===== src/rtl/umi_requester.sv =====
// Single-outstanding UMI host requester: local read/write/posted commands in, UMI requests out, responses tracked.
// Optional response timeout enabled by defining UMI_REQUESTER_TIMEOUT_EN.
module umi_requester #(
  parameter int CW      = 32,
  parameter int AW      = 64,
  parameter int DW      = 256,
  parameter int TIMEOUT = 1024
) (
  input  logic          clk,
  input  logic          nreset,
  input  logic [AW-1:0] host_srcaddr,
  input  logic          loc_valid,
  output logic          loc_ready,
  input  logic          loc_write,
  input  logic          loc_posted,
  input  logic [AW-1:0] loc_addr,
  input  logic [2:0]    loc_size,
  input  logic [7:0]    loc_len,
  input  logic [DW-1:0] loc_wrdata,
  output logic          loc_done,
  output logic [1:0]    loc_err,
  output logic [DW-1:0] loc_rddata,
  output logic          loc_stray,
  output logic          uhost_req_valid,
  output logic [CW-1:0] uhost_req_cmd,
  output logic [AW-1:0] uhost_req_dstaddr,
  output logic [AW-1:0] uhost_req_srcaddr,
  output logic [DW-1:0] uhost_req_data,
  input  logic          uhost_req_ready,
  input  logic          uhost_resp_valid,
  input  logic [CW-1:0] uhost_resp_cmd,
  input  logic [AW-1:0] uhost_resp_dstaddr,
  input  logic [AW-1:0] uhost_resp_srcaddr,
  input  logic [DW-1:0] uhost_resp_data,
  output logic          uhost_resp_ready
);

  localparam logic [4:0] UMI_REQ_READ   = 5'h01;
  localparam logic [4:0] UMI_RESP_READ  = 5'h02;
  localparam logic [4:0] UMI_REQ_WRITE  = 5'h03;
  localparam logic [4:0] UMI_RESP_WRITE = 5'h04;
  localparam logic [4:0] UMI_REQ_POSTED = 5'h05;

  typedef enum logic [1:0] {IDLE, REQ, WAIT} state_t;

  // opcode[4:0] size[7:5] len[15:8] eom[22] eof[23]; everything else zero
  function automatic logic [CW-1:0] umi_pack(input logic [4:0] opcode,
                                             input logic [2:0] size,
                                             input logic [7:0] len);
    logic [CW-1:0] c;
    c       = '0;
    c[4:0]  = opcode;
    c[7:5]  = size;
    c[15:8] = len;
    c[22]   = 1'b1;
    c[23]   = 1'b1;
    return c;
  endfunction

  state_t     state;
  logic [1:0] rsync;
  logic       ready_gated;
  logic       is_write, is_posted;
  logic       resp_hs, accept;
  logic [4:0] resp_opcode, exp_opcode;
  logic [1:0] resp_err, resp_status;

  // reset release synchroniser; holds off handshakes until reset is cleanly gone
  always_ff @(posedge clk or negedge nreset)
    if (!nreset) rsync <= 2'b00;
    else         rsync <= {rsync[0], 1'b1};

  assign ready_gated      = rsync[1];
  assign loc_ready        = ready_gated && (state == IDLE);
  assign uhost_resp_ready = ready_gated && (state != REQ);
  assign accept           = loc_valid && loc_ready;
  assign resp_hs          = uhost_resp_valid && uhost_resp_ready;

  assign resp_opcode = uhost_resp_cmd[4:0];
  assign resp_err    = uhost_resp_cmd[26:25];
  assign exp_opcode  = is_write ? UMI_RESP_WRITE : UMI_RESP_READ;
  assign resp_status = (resp_opcode != exp_opcode) ? 2'b01 :
                       (resp_err != 2'b00)         ? 2'b11 : 2'b00;

  // routing fields of the response are not needed with a single outstanding request
  logic resp_unused;
  assign resp_unused = ^{uhost_resp_dstaddr, uhost_resp_srcaddr,
                         uhost_resp_cmd[CW-1:27], uhost_resp_cmd[24:5]};

`ifdef UMI_REQUESTER_TIMEOUT_EN
  localparam int TW = $clog2(TIMEOUT + 1);
  logic [TW-1:0] to_cnt;
  logic [TW-1:0] to_cnt_nxt;
  logic          to_hit;
  assign to_cnt_nxt = to_cnt + 1'b1;
  assign to_hit     = (to_cnt_nxt == TW'(TIMEOUT));
`else
  localparam int timeout_unused = TIMEOUT;
`endif

  always_ff @(posedge clk or negedge nreset) begin
    if (!nreset) begin
      state             <= IDLE;
      is_write          <= 1'b0;
      is_posted         <= 1'b0;
      uhost_req_valid   <= 1'b0;
      uhost_req_cmd     <= '0;
      uhost_req_dstaddr <= '0;
      uhost_req_srcaddr <= '0;
      uhost_req_data    <= '0;
      loc_done          <= 1'b0;
      loc_err           <= 2'b00;
      loc_rddata        <= '0;
      loc_stray         <= 1'b0;
`ifdef UMI_REQUESTER_TIMEOUT_EN
      to_cnt            <= '0;
`endif
    end else begin
      loc_done  <= 1'b0;
      loc_stray <= 1'b0;
      case (state)
        IDLE: begin
          if (resp_hs) loc_stray <= 1'b1;
          if (accept) begin
            is_write          <= loc_write;
            is_posted         <= loc_write && loc_posted;
            uhost_req_valid   <= 1'b1;
            uhost_req_cmd     <= umi_pack(!loc_write ? UMI_REQ_READ :
                                          loc_posted ? UMI_REQ_POSTED : UMI_REQ_WRITE,
                                          loc_size, loc_len);
            uhost_req_dstaddr <= loc_addr;
            uhost_req_srcaddr <= host_srcaddr;
            uhost_req_data    <= loc_write ? loc_wrdata : '0;
            state             <= REQ;
          end
        end
        REQ: begin
          if (uhost_req_ready) begin
            uhost_req_valid <= 1'b0;
            if (is_posted) begin
              loc_done   <= 1'b1;
              loc_err    <= 2'b00;
              loc_rddata <= '0;
              state      <= IDLE;
            end else begin
              state <= WAIT;
`ifdef UMI_REQUESTER_TIMEOUT_EN
              to_cnt <= '0;
`endif
            end
          end
        end
        WAIT: begin
          if (resp_hs) begin
            loc_done   <= 1'b1;
            loc_err    <= resp_status;
            loc_rddata <= (!is_write && resp_status == 2'b00) ? uhost_resp_data : '0;
            state      <= IDLE;
          end
`ifdef UMI_REQUESTER_TIMEOUT_EN
          else if (to_hit) begin
            loc_done   <= 1'b1;
            loc_err    <= 2'b10;
            loc_rddata <= '0;
            state      <= IDLE;
          end else begin
            to_cnt <= to_cnt_nxt;
          end
`endif
        end
        default: state <= IDLE;
      endcase
    end
  end

endmodule


===== config.mk =====
export PLATFORM = sky130hd
export DESIGN_NAME = umi_requester
export DESIGN_NICKNAME = d
export VERILOG_FILES = /design/src/rtl/umi_requester.sv
export SDC_FILE = /design/constraint.sdc
export NUM_CORES = 1
export LEC_CHECK = 0
export ABC_AREA = 1
export CAP_MARGIN = 20
export CORE_AREA = 8 8 573 575
export DETAILED_ROUTE_END_ITERATION = 8
export DIE_AREA = 0 0 581 583
export GPL_TIMING_DRIVEN = 0
export PLACE_DENSITY = 0.34
export SYNTH_ARGS = -nofsm -noshare
export SYNTH_HDL_FRONTEND = slang
export SYNTH_SLANG_ARGS = --single-unit

===== constraint.sdc =====
create_clock -name clk -period 2.1 [get_ports clk]
set_clock_uncertainty 0.2 [all_clocks]
set_input_delay 0.42 -clock clk [delete_from_list [all_inputs] [get_ports clk]]
set_output_delay 0.42 -clock clk [all_outputs]
set_load 0.1 [all_outputs]

==> flow_metrics.env <==
export IMPL_stdcell_area_sq_um=62700
export IMPL_cts_root_buf="clkbuf_16"
export IMPL_synthAdderAreaFrac=0.00145
export IMPL_setup_violations=1261
export IMPL_hold_class="input pin to asynchronous set/reset pin"
export IMPL_hold_viol=83
export IMPL_remaining_drc_errors=0
export IMPL_die_w_microns=581
export IMPL_synth_compound_area_frac=0.101
export IMPL_top_layer="met5"
export IMPL_nets=5924
export IMPL_drv_cap=0
export IMPL_cts_sinks=664
export IMPL_irDropWorstVdd_v=0.00140
export IMPL_drt_iter0_drc=1413
export IMPL_area_delta_synth_final_pct=141
export IMPL_wl_met1_mm=91.6
export IMPL_violations="hold timing, setup timing"
export IMPL_synthTopCellsByArea="dfrtp_1 64%, nand2_1 21%, o21ai_0 5.6%, o21ai_1 4.4%, clkbuf_1 1.6%"
export IMPL_cts_tree="yes"
export IMPL_ys_warn_count=0
export IMPL_cts_clk_slew_worst_paths_ns=0.06
export IMPL_final_core_util=0.196
export IMPL_synth_top_family_by_area="simple AND/OR/NAND/NOR gates"
export IMPL_fin_crit_sh=1.22
export IMPL_critical_path_arrival_ns=1.93
export IMPL_initial_core_util=0.0813
export IMPL_instances_no_fill=9397
export IMPL_cts_made_buffers=94
export IMPL_met2_length_mm=120
export IMPL_crit_fanout=3
export IMPL_dpl_hpwl_mm=192
export IMPL_vias=30180
export IMPL_dp_cells=8524
export IMPL_wl_met3_mm=19.4
export IMPL_rsz0062_at_grt="true"
export IMPL_slew_headroom=0.385
export IMPL_final_antenna_net_count=0
export IMPL_postRouteWirelength_mm=238
export IMPL_syn_cell_area_sq_um=26000
export IMPL_grt_pass1_vias=32007
export IMPL_antenna_found_initial=80
export IMPL_via_per_inst=3.21
export IMPL_synth_xor_area_frac=0
export IMPL_grt_overflow=0
export IMPL_fin_tns_setup_ns=-299.01
export IMPL_seq_area_frac_synth=0.640
export IMPL_cts_max_level=3
export IMPL_grt_max_degree=104
export IMPL_gr_usage_all_layers=0.131
export IMPL_cellLeakagePower_uw=0.0268
export IMPL_ys_types=21
export IMPL_rows=208
export IMPL_ys_seq_elements=664
export IMPL_layout_drive_gt1_share=0.339
export IMPL_fin_total_pwr_uw=88500
export IMPL_place_congestion=0.881
export IMPL_wire_per_inst_microns=25.3
export IMPL_startpoint_type="register"
export IMPL_syn_inst=2900
export IMPL_whs_ns=-0.516
export IMPL_worst_pin_slew_ns=0.923
export IMPL_placed_area_sq_um=46400
export IMPL_power_density_nw_per_um2=1410
export IMPL_fin_ws_ns=-0.455
export IMPL_synthMuxAreaShare=0
export IMPL_grt_pass1_wl_mm=304
export IMPL_coreArea_sq_um=319000
export IMPL_die_h_microns=583
export IMPL_min_period_ns=2.55
export IMPL_drt_pass1_iterations=5
export IMPL_crit_path_end_kind="primary output"
export IMPL_numPortBuffers=1326
export IMPL_run_status="finished with violations"
export IMPL_syn_avg_cell_area_sq_um=8.95
export IMPL_clock_latency_ns=0.77
export IMPL_critical_path_class="register to primary output"
export IMPL_yosys_area_top_type="dfrtp_1"
export IMPL_synth_simple_area_share=0.214
export IMPL_ioPinCount=1497
export IMPL_drv_slew=0
export IMPL_die_area_sq_um=339000
export IMPL_worst_ep_required_time_ns=1.48
export IMPL_clock_fmax_mhz=391
export IMPL_synth_top_area_frac=0.640
export IMPL_clk_path_buf_depth=4
## routing by layer
metal,GRT usage,vias to the layer above
met5,0,-
met4,0.0269,34
met3,0.0452,299
met2,0.238,1294
met1,0.148,14864
li1,-,13689
## cell families after synthesis
| family | Yosys count |
|---|---|
| other | 2 |
| flip-flops | 664 |
| buffers and inverters | 235 |
| AO/OA/AOI/OAI | 521 |
| adder cells (fa/ha/maj) | 3 |
| AND/OR/NAND/NOR | 1475 |
## flip-flops by register name (all words and copies together) (netlist names)
register,cells
rsync,2
loc_done,1
uhost_req_valid,1
is_write,1
loc_rddata,256
loc_err,2
uhost_req_srcaddr,64
uhost_req_dstaddr,64
uhost_req_cmd,14
state,2
uhost_req_data,256
loc_stray,1
## worst max-delay path, stage by stage (launching register included)
cell and delay (ns):
dfrtp_1 0.39, inv_2 0.07, ha_4 0.17, nand2_4 0.08, clkinvlp_4 0.09, buf_12 0.15
buf_12 0.17
## Yosys cell counts
| library cell | count |
|---|---|
| or2_2 | 1 |
| conb_1 | 2 |
| buf_1 | 8 |
| nand2_2 | 2 |
| dfrtp_1 | 664 |
| ha_1 | 3 |
| clkbuf_1 | 112 |
| nor2_4 | 1 |
| nand3b_1 | 1 |
| nand3_1 | 7 |
| nand4_1 | 1 |
| nand2_1 | 1457 |
| inv_2 | 2 |
| a21boi_0 | 1 |
| o21ai_1 | 229 |
| buf_2 | 50 |
| nor2_1 | 4 |
| o21ai_0 | 291 |
| buf_4 | 49 |
| nor2_2 | 1 |
| inv_1 | 14 |
## cells in the final DEF (no fill, tap or decap), types with 7 or more instances in the layout
master,netlist,final
conb_1,2,17
clkinv_2,0,9
buf_8,0,58
buf_6,0,92
dfrtp_2,0,45
dlygate4sd3_1,0,520
inv_1,14,11
clkbuf_8,0,25
dfrtp_1,664,618
dlygate4sd2_1,0,44
buf_4,49,81
o21ai_0,291,137
clkbuf_1,112,56
buf_16,0,46
nand2_2,2,110
clkinvlp_4,0,7
diode_2,0,26
clkbuf_16,0,146
clkdlybuf4s50_1,0,662
clkdlybuf4s15_2,0,458
clkbuf_2,0,22
nand2_1,1457,1159
clkbuf_4,0,10
o21ai_2,0,205
nand2_4,0,185
buf_2,50,42
o21ai_1,229,178
buf_12,0,183
## final timing paths
kind / depth (start not counted) / to / start / slack [ns]
worst max-delay path: 6 / loc_ready / state[0] / -0.45
worst min-delay path: 1 / uhost_req_data[12] / nreset / -0.52
worst max register to register: 14 / uhost_req_dstaddr[52] / state[1] / -0.41
worst min register to register: 0 / rsync[1] / rsync[0] / 0.16
max in group asynchronous: 4 / loc_rddata[113] / nreset / -0.10
min in group clk: 3 / loc_rddata[242] / uhost_resp_data[242] / 0.07
## where the power goes
group          switching [uW]  internal (uW)  total, uW
clock                    6780           9850      16600
sequential               2790          16400      19200
combinational           38700          14000      52700
total                   48300          40200      88500
## layout make-up
| class | count | area (sq um) |
|---|---|---|
| fillers | 35159 | 257000 |
| clock inverters | 28 | 362 |
| diodes | 26 | 65.1 |
| clock buffers | 136 | 2760 |
| repair inverters | 1 | 11.3 |
| plain buffers | 214 | 2340 |
| well taps | 4200 | 5260 |
| repair buffers | 2096 | 24300 |
| flip-flops and latches | 664 | 16700 |
| multi-input cells | 2016 | 10800 |
| inverters | 16 | 90.1 |
## stage by stage
stage	setup slack [ns]	hold WS, ns
6_report	-0.455	-0.516
5_1_grt	-0.588	-0.528
4_1_cts	-0.591	-0.603
3_5_place_dp	-1.91	0.135
3_3_place_gp	-33.93	0.133
2_1_floorplan	-0.137	-0.0756
## what timing repair did
action	CTS	global route
hold buffers	519	1
hold endpoints to repair	604	84
gates resized for setup	2036	1920
buffers inserted	26	85
cloned	12	48
setup endpoints to repair	1324	1495
pin swaps	25	179
(Power assumes the default switching activity.)
